File: config.mk
export PLATFORM = sky130hd
export DESIGN_NAME = lsu_axi
export DESIGN_NICKNAME = d
export VERILOG_FILES = /design/src/rtl/lsu_axi.sv
export SDC_FILE = /design/constraint.sdc
export NUM_CORES = 1
export LEC_CHECK = 0
export ABC_AREA = 0
export CAP_MARGIN = 30
export CORE_MARGIN = 5
export CORE_UTILIZATION = 44
export CTS_CLUSTER_DIAMETER = 50
export DETAILED_ROUTE_END_ITERATION = 10
export PLACE_DENSITY = 0.93
export SLEW_MARGIN = 15
export SYNTH_ARGS = -nofsm -noshare
export SYNTH_HDL_FRONTEND = slang
export SYNTH_SLANG_ARGS = --single-unit
export TNS_END_PERCENT = 50
File: constraint.sdc
create_clock -name clk_i -period 5 [get_ports clk_i]
set_input_delay 1.25 -clock clk_i [delete_from_list [all_inputs] [get_ports clk_i]]
set_output_delay 1.25 -clock clk_i [all_outputs]
set_load 0.01 [all_outputs]
File: src/rtl/lsu_axi.sv
// lsu_axi: load/store unit bridging a single-issue core port to an AXI-Lite master.
// Define YSYX_23060251_LSU_MISALIGN_EN to fault misaligned loads/stores without issuing AXI beats.
module lsu_axi #(
  parameter int XLEN   = 32,
  parameter int AXI_DW = 64,
  parameter int AXI_AW = 32
) (
  input  logic                clk_i,
  input  logic                rst_i,
  input  logic                M_valid_i,
  output logic                m_ready_o,
  input  logic                renMem_i,
  input  logic                wenMem_i,
  input  logic                wenReg_i,
  input  logic                wenCsr_i,
  input  logic                is_load_signed_i,
  input  logic [1:0]          size_i,
  input  logic [AXI_AW-1:0]   addr_i,
  input  logic [XLEN-1:0]     wdata_i,
  output logic [XLEN-1:0]     rdata_o,
  output logic                wb_en_o,
  output logic                err_o,
  output logic                ar_valid,
  input  logic                ar_ready,
  output logic [AXI_AW-1:0]   ar_addr,
  input  logic                r_valid,
  output logic                r_ready,
  input  logic [AXI_DW-1:0]   r_data,
  input  logic [1:0]          r_resp,
  output logic                aw_valid,
  input  logic                aw_ready,
  output logic [AXI_AW-1:0]   aw_addr,
  output logic                w_valid,
  input  logic                w_ready,
  output logic [AXI_DW-1:0]   w_data,
  output logic [AXI_DW/8-1:0] w_strb,
  input  logic                b_valid,
  output logic                b_ready,
  input  logic [1:0]          b_resp
);
  localparam int SW = AXI_DW / 8;
  localparam int OW = $clog2(SW);
  localparam logic [7:0] XL = 8'(XLEN);
  typedef enum logic [2:0] {IDLE, AR, R, AWW, B, WB} state_t;
  state_t state;
  logic [AXI_DW-1:0] ld_q, ld_sh;
  logic err_q, aw_done, w_done, mis, mem;
  logic [OW-1:0] off;
  logic [15:0] smask;
  logic [7:0] nbits, sa;
  logic [XLEN-1:0] lo;
  logic signed [XLEN-1:0] sx;
  logic unused_resp;
  assign off = addr_i[OW-1:0];
  assign mem = renMem_i | wenMem_i;
  assign unused_resp = ^{r_resp[0], b_resp[0]};
`ifdef YSYX_23060251_LSU_MISALIGN_EN
  assign mis = |(addr_i[2:0] & ((3'd1 << size_i) - 3'd1));
`else
  assign mis = 1'b0;
`endif
  always_ff @(posedge clk_i or negedge rst_i) begin
    if (!rst_i) begin
      state   <= IDLE;
      ld_q    <= '0;
      err_q   <= 1'b0;
      aw_done <= 1'b0;
      w_done  <= 1'b0;
    end else begin
      case (state)
        IDLE: if (M_valid_i) begin
          err_q   <= mis & mem;
          aw_done <= 1'b0;
          w_done  <= 1'b0;
          state   <= (mem & mis) ? WB : renMem_i ? AR : wenMem_i ? AWW :
                     (wenReg_i | wenCsr_i) ? WB : IDLE;
        end
        AR: if (ar_ready) state <= R;
        R: if (r_valid) begin
          ld_q  <= r_data;
          err_q <= r_resp[1];
          state <= WB;
        end
        AWW: begin
          aw_done <= aw_done | aw_ready;
          w_done  <= w_done | w_ready;
          if ((aw_done | aw_ready) & (w_done | w_ready)) state <= B;
        end
        B: if (b_valid) state <= IDLE;
        default: state <= IDLE;
      endcase
    end
  end
  assign ar_valid  = state == AR;
  assign r_ready   = state == R;
  assign aw_valid  = (state == AWW) & ~aw_done;
  assign w_valid   = (state == AWW) & ~w_done;
  assign b_ready   = state == B;
  assign m_ready_o = (state == WB) | ((state == B) & b_valid);
  assign err_o     = ((state == WB) & err_q) | ((state == B) & b_valid & b_resp[1]);
  assign wb_en_o   = (state == WB) & ~err_q;
  assign ar_addr   = addr_i;
  assign aw_addr   = addr_i;
  // Replicating wdata lets unshifted upper lanes carry a copy of the low bytes.
  assign w_data    = {(AXI_DW/XLEN){wdata_i}} << {off, 3'b0};
  assign smask     = (16'd1 << (5'd1 << size_i)) - 16'd1;
  assign w_strb    = SW'(smask << off);
  // Left-justify the selected bytes then shift back, so the arithmetic shift sign-extends.
  always_comb begin
    ld_sh   = ld_q >> {off, 3'b0};
    nbits   = 8'd8 << size_i;
    sa      = (nbits >= XL) ? 8'd0 : XL - nbits;
    lo      = ld_sh[XLEN-1:0] << sa;
    sx      = $signed(lo) >>> sa;
    rdata_o = is_load_signed_i ? sx : lo >> sa;
  end
endmodule
==> results.py, run 1 <==
metrics = {
    "logic_synthesis": {
        "synthTopCellsByCount": "mux2_2, buf_4, dfrtp_1",
        "async_flop_share_pct": 100.0,
        "yosys.cell_types.count": 50,
        "synth.most_common_cell": "mux2_2",
        "ys.warnings.count": 0,
        "synth_edf_count": 0,
        "synth_largest_area_cell": "dfrtp_1",
        "synth_nets": 813,
        "synth_seq_area_share_pct": 27.79,
        "yosysTopAreaCellShare_pct": 27.79,
        "ys_seq_elements": 70,
        "syn_avg_cell_area_sq_um": 9.465,
        "synthCells": 666,
        "synth.top_cells.by_area": "dfrtp_1, mux2_2, mux2i_1, buf_4, mux4_2",
        "synth.cell_area_sq_um": 6304,
        "ys.flop_type": "dfrtp_1",
    },
    "placement": {
        "hpwlAfterDp_mm": 16.20,
        "port-buffer-count": 233,
        "dp_slack_ns": 0.1878,
        "gp_congestion": 0.9184,
        "dp.cells": 979,
    },
    "timing": {
        "worstMarginPinSlew_ns": 0.5990,
        "fin_crit_ns": 4.833,
        "rsz0062_at_grt": "false",
        "finalClockSkew_ns": 0.009736,
        "min_period_over_period_pct": 96.66,
        "tns_ns": 0,
        "setup_viol": 0,
        "final_hold_viol_count": 0,
        "worst_slack_ns": 0.1669,
        "timing.fmax_mhz": 206.9,
        "slew_violations": 0,
        "max_slew_margin_pct": 59.92,
    },
    "cells_and_area": {
        "final_util_pct": 60.62,
        "multiInputGateArea_sq_um": 3699,
        "syn_to_final_growth_pct": 34.52,
        "drive_gt1_share_pct": 18.40,
        "n_fill_cell": 1140,
        "finalNonFillerCells": 996,
        "nets": 957,
        "ff_latch_area_sq_um": 1752,
    },
    "floorplan": {
        "core_area_sq_um": 13990,
        "die_area_sq_um": 16820,
        "die_w_um": 129.7,
        "io_pins": 323,
        "start_util_pct": 45.06,
        "rows": 43,
        "die_h_um": 129.7,
    },
    "critical_path": {
        "crit_path_cell_trace": "clkdlybuf4s50_1 > nor2_1 > nand4_2 > o211ai_1 > clkdlybuf4s50_1",
        "cp_slowest_cell": "clkdlybuf4s50_1",
        "worstSetupStartpointType": "primary input",
        "end_kind": "primary output",
        "required_ns": 3.75,
        "critPathKind": "in -> out",
        "crit_arrival_ns": 3.58,
        "timing.critical_path.buf_inv": 2,
        "cp_top_family": "buffers and inverters",
        "cpPeakStageDelay_ns": 0.61,
        "crit_fanout": 15,
        "path_common_cell": "clkdlybuf4s50_1",
    },
    "power_and_ir_drop": {
        "powerDensity_nw_per_um2": 407.0,
        "p_total_mw": 3.451,
        "p_leak_nw": 3.372,
        "ir_drop_uv": 300.5,
    },
    "cts": {
        "clk_path_buf_depth": 2,
        "cts_max_level": 3,
        "cts.sinks": 70,
        "cts-root-buf": "clkbuf_16",
        "cts_setup_buffers": 0,
        "ctsResizeCount": 0,
        "cts_inserted_buffers": 9,
        "clk_pin_slew_ns": 0.07,
        "cts_tree": "yes",
        "worst_skew_pair.late_latency_ns": 0.34,
        "postCtsHoldBufs": 0,
    },
    "routing": {
        "first_pass_iters": 5,
        "drtIter0Drc": 384,
        "routedWlPerCell_um": 21.59,
        "drt-total-wl_mm": 21.50,
        "antenna_left": 0,
        "drc": 0,
        "vias": 5914,
        "vias_per_cell": 5.938,
    },
    "grt": {
        "grt_pass1_vias": 5817,
        "antenna_found_initial": 1,
        "grt.total_usage_pct": 24.60,
        "gr-total-overflow": 0,
        "grt_pass1_wl_mm": 32.19,
        "grt_max_degree": 77,
    },
    "worst_hold_path": {
        "hold_class": "reg -> reg",
    },
    "run": {
        "cap_violations": 0,
    },
    "outcome": {
        "outcome": "completed",
    },
}
-- worst paths after layout --
kind	cells after the start	from	slack, ns	to
min	1	ld_q[0]	0.51	ld_q[0]
max in group asynchronous	2	rst_i	3.09	aw_done
max reg2reg	4	state[0]	2.79	ld_q[28]
max	5	size_i[0]	0.17	rdata_o[30]
min in group asynchronous	1	rst_i	0.90	ld_q[21]
min reg2reg	1	ld_q[0]	0.51	ld_q[0]
-- final cells by class --
class | instances | share of cell area [%]
flip-flops and latches | 70 | 20.66
multi-input cells | 471 | 43.62
well taps | 180 | 2.656
inverters | 5 | 0.2213
repair buffers | 253 | 29.57
clock inverters | 7 | 0.5902
clock buffers | 9 | 2.656
diodes | 1 | 0.02951
-- layout by cell type (no fill, tap or decap), types with 3 or more instances in the layout --
cell type	instances
nor2_1	52
dfrtp_1	70
a2bb2oi_1	4
and2_1	13
o22ai_1	10
buf_4	20
a211oi_1	24
mux4_2	14
o211ai_1	5
mux2_2	84
nor2b_1	23
nand2b_1	17
nand2_1	27
clkdlybuf4s50_1	229
a21boi_0	7
buf_12	3
clkbuf_16	9
mux2i_1	63
o221ai_1	4
clkinvlp_4	3
o2bb2ai_1	4
a21oi_1	46
nor3_1	4
nand3_1	13
o21ai_0	24
inv_1	5
o221a_2	3
a31oi_1	3
-- through the flow --
stage / cell area [sq um] / hold slack [ns]
after floorplan: 6304 / 0.4726
after global placement: 8202 / 0.4827
after detailed placement: 8202 / 0.4911
after CTS: 8477 / 0.5058
after global routing: 8479 / 0.5219
final: 8479 / 0.5060
-- state kept, by name, summed over array words and instances (netlist names) --
| name | cells |
|---|---|
| ld_q | 64 |
| w_done | 1 |
| err_q | 1 |
| state | 3 |
| aw_done | 1 |
-- cells by family (layout without fill, tap and decap cells) --
kind of cell    count (synthesis)  after routing  synth area share (%)
mux                           161            161                 30.01
simple gates                  160            160                 12.72
flops                          70             70                 27.79
compound gates                150            150                 15.92
buf+inv                       125            274                 13.56
other cells                     0              1                     0
-- metal layers --
layer	up-vias	track usage [%]	share of wire, %
met4	0	11.25	4.6
met2	272	42.83	51
li1	2659	-	-
met3	82	5.403	7.3
met1	2901	29.00	37
met5	-	0	0
-- where the power goes --
group | switching (mW) | total, mW | internal [mW]
registers | 0.314 | 1.17 | 0.855
logic | 0.711 | 1.69 | 0.982
clock network | 0.253 | 0.589 | 0.336
total | 1.28 | 3.45 | 2.17
Note: power is estimated with default switching activity, not from simulation.
==> run 2, diff against run 1 <==
Settings changed: PLACE_DENSITY 0.93 to 0.95, TNS_END_PERCENT 50 to unset.
==> results.py, run 2 (synthesis gave the netlist of run 1 again) <==
metrics = {
    "cells_and_area": {
        "drive_gt1_share_pct": 18.58,
        "final_common_cell": "clkdlybuf4s50_1",
        "diodes": 0,
        "finalNonFillerCells": 998,
        "syn_to_final_growth_pct": 35.71,
        "mostFrequentLayoutCells": "clkdlybuf4s50_1, mux2_2, dfrtp_1, mux2i_1, nor2_1",
        "largest_reg_flops": 64,
        "final_util_pct": 61.15,
        "fin_area_sq_um": 8554,
        "reg.largest.list": "ld_q (64), state (3)",
        "nets": 960,
        "top_register": "ld_q",
    },
    "critical_path": {
        "crit_fanout": 10,
        "worstSetupStartpointType": "primary input",
        "critPathKind": "in -> out",
        "end_kind": "primary output",
        "required_ns": 3.75,
        "crit_arrival_ns": 3.49,
    },
    "grt": {
        "grt_max_degree": 44,
        "antenna_found_initial": 0,
        "gr-total-overflow": 0,
        "grt_pass1_vias": 5892,
        "grt_pass1_wl_mm": 32.22,
        "grt.total_usage_pct": 24.60,
    },
    "floorplan": {
        "core_area_sq_um": 13990,
        "rows": 43,
        "io_pins": 323,
        "start_util_pct": 45.06,
        "die_area_sq_um": 16820,
        "die_h_um": 129.7,
        "die_w_um": 129.7,
    },
    "placement": {
        "gp_congestion": 0.9176,
        "place_area_sq_um": 8192,
        "hpwlAfterDp_mm": 16.42,
        "dp.cells": 981,
        "port-buffer-count": 233,
        "dp_slack_ns": 0.2810,
    },
    "timing": {
        "setup_viol": 0,
        "worst_slack_ns": 0.2596,
        "rsz0062_at_grt": "false",
        "max_slew_margin_pct": 40.22,
        "slew_violations": 0,
        "fin_crit_ns": 4.740,
        "tns_ns": 0,
        "min_period_over_period_pct": 94.81,
        "holdWs_ns": 0.5119,
        "finalClockSkew_ns": 0.003444,
        "timing.fmax_mhz": 211.0,
        "final_hold_viol_count": 0,
        "worstMarginPinSlew_ns": 0.8967,
    },
    "routing": {
        "drt-total-wl_mm": 21.75,
        "drtIter0Drc": 395,
        "vias_per_cell": 5.843,
        "routedWlPerCell_um": 21.79,
        "first_pass_iters": 5,
        "drc": 0,
        "vias": 5831,
        "antenna_left": 0,
    },
    "cts": {
        "cts_tree": "yes",
        "postCtsHoldBufs": 0,
        "cts.sinks": 70,
        "worst_skew_pair.late_latency_ns": 0.34,
        "cts-root-buf": "clkbuf_16",
        "clk_path_buf_depth": 2,
        "clk_pin_slew_ns": 0.06,
        "ctsResizeCount": 0,
        "cts_max_level": 3,
        "cts_setup_buffers": 0,
        "cts_inserted_buffers": 9,
    },
    "outcome": {
        "outcome": "completed",
    },
    "run": {
        "cap_violations": 0,
    },
    "power_and_ir_drop": {
        "powerDensity_nw_per_um2": 419.0,
        "p_leak_nw": 3.425,
        "p_total_mw": 3.585,
        "ir_drop_uv": 339.5,
    },
    "worst_hold_path": {
        "hold_class": "reg -> reg",
    },
}
==> run 2: cell types whose count changed in the layout (fill, tap and decap cells not counted), sizes merged <==
cell      delta
clkinvlp     -3
diode        -1
clkinv       -2
bufinv       +2
inv          -1
clkbuf       +4
buf          +3
==> run 2: final timing paths <==
path | endpoint | cells after the start | slack (ns) | start
min reg2reg | ld_q[21] | 1 | 0.51 | ld_q[21]
max | rdata_o[23] | 7 | 0.26 | size_i[0]
min in group asynchronous | ld_q[50] | 1 | 0.93 | rst_i
min | ld_q[21] | 1 | 0.51 | ld_q[21]
max reg2reg | ld_q[8] | 4 | 2.52 | state[0]
max in group asynchronous | ld_q[63] | 3 | 3.11 | rst_i
==> run 2: critical path, cell delays in order <==
cell             delay, ns
clkdlybuf4s50_1       0.48
nor2_1                0.05
buf_4                 0.17
a221oi_4              0.26
nand4b_2              0.38
nand3_1               0.28
clkdlybuf4s50_1       0.61
==> run 2: area by class of cell <==
class / instances / area, sq um
Tap cell: 180 / 225.2
Clock inverter: 3 / 65.06
Clock buffer: 13 / 270.3
Fill cell: 1164 / 5434
Sequential cell: 70 / 1752
Timing Repair Buffer: 256 / 2525
Multi-Input combinational cell: 471 / 3699
Inverter: 5 / 18.77
==> run 2: power by group <==
| group | total (mW) | switching [mW] | leakage (nW) | internal, mW |
|---|---|---|---|---|
| Combinational | 1.69 | 0.710 | 2.42 | 0.982 |
| Clock | 0.714 | 0.237 | 0.166 | 0.477 |
| Sequential | 1.18 | 0.324 | 0.842 | 0.855 |
==> run 2: metal layers <==
metal / up-vias / share of wire, % / global-route usage [%] / wire [um]
met1: 2833 / 37 / 27.98 / 8095
li1: 2650 / - / - / -
met5: - / 0 / 0 / 0
met2: 275 / 52 / 43.95 / 11250
met4: 0 / 4.1 / 11.06 / 895
met3: 73 / 6.9 / 5.608 / 1500
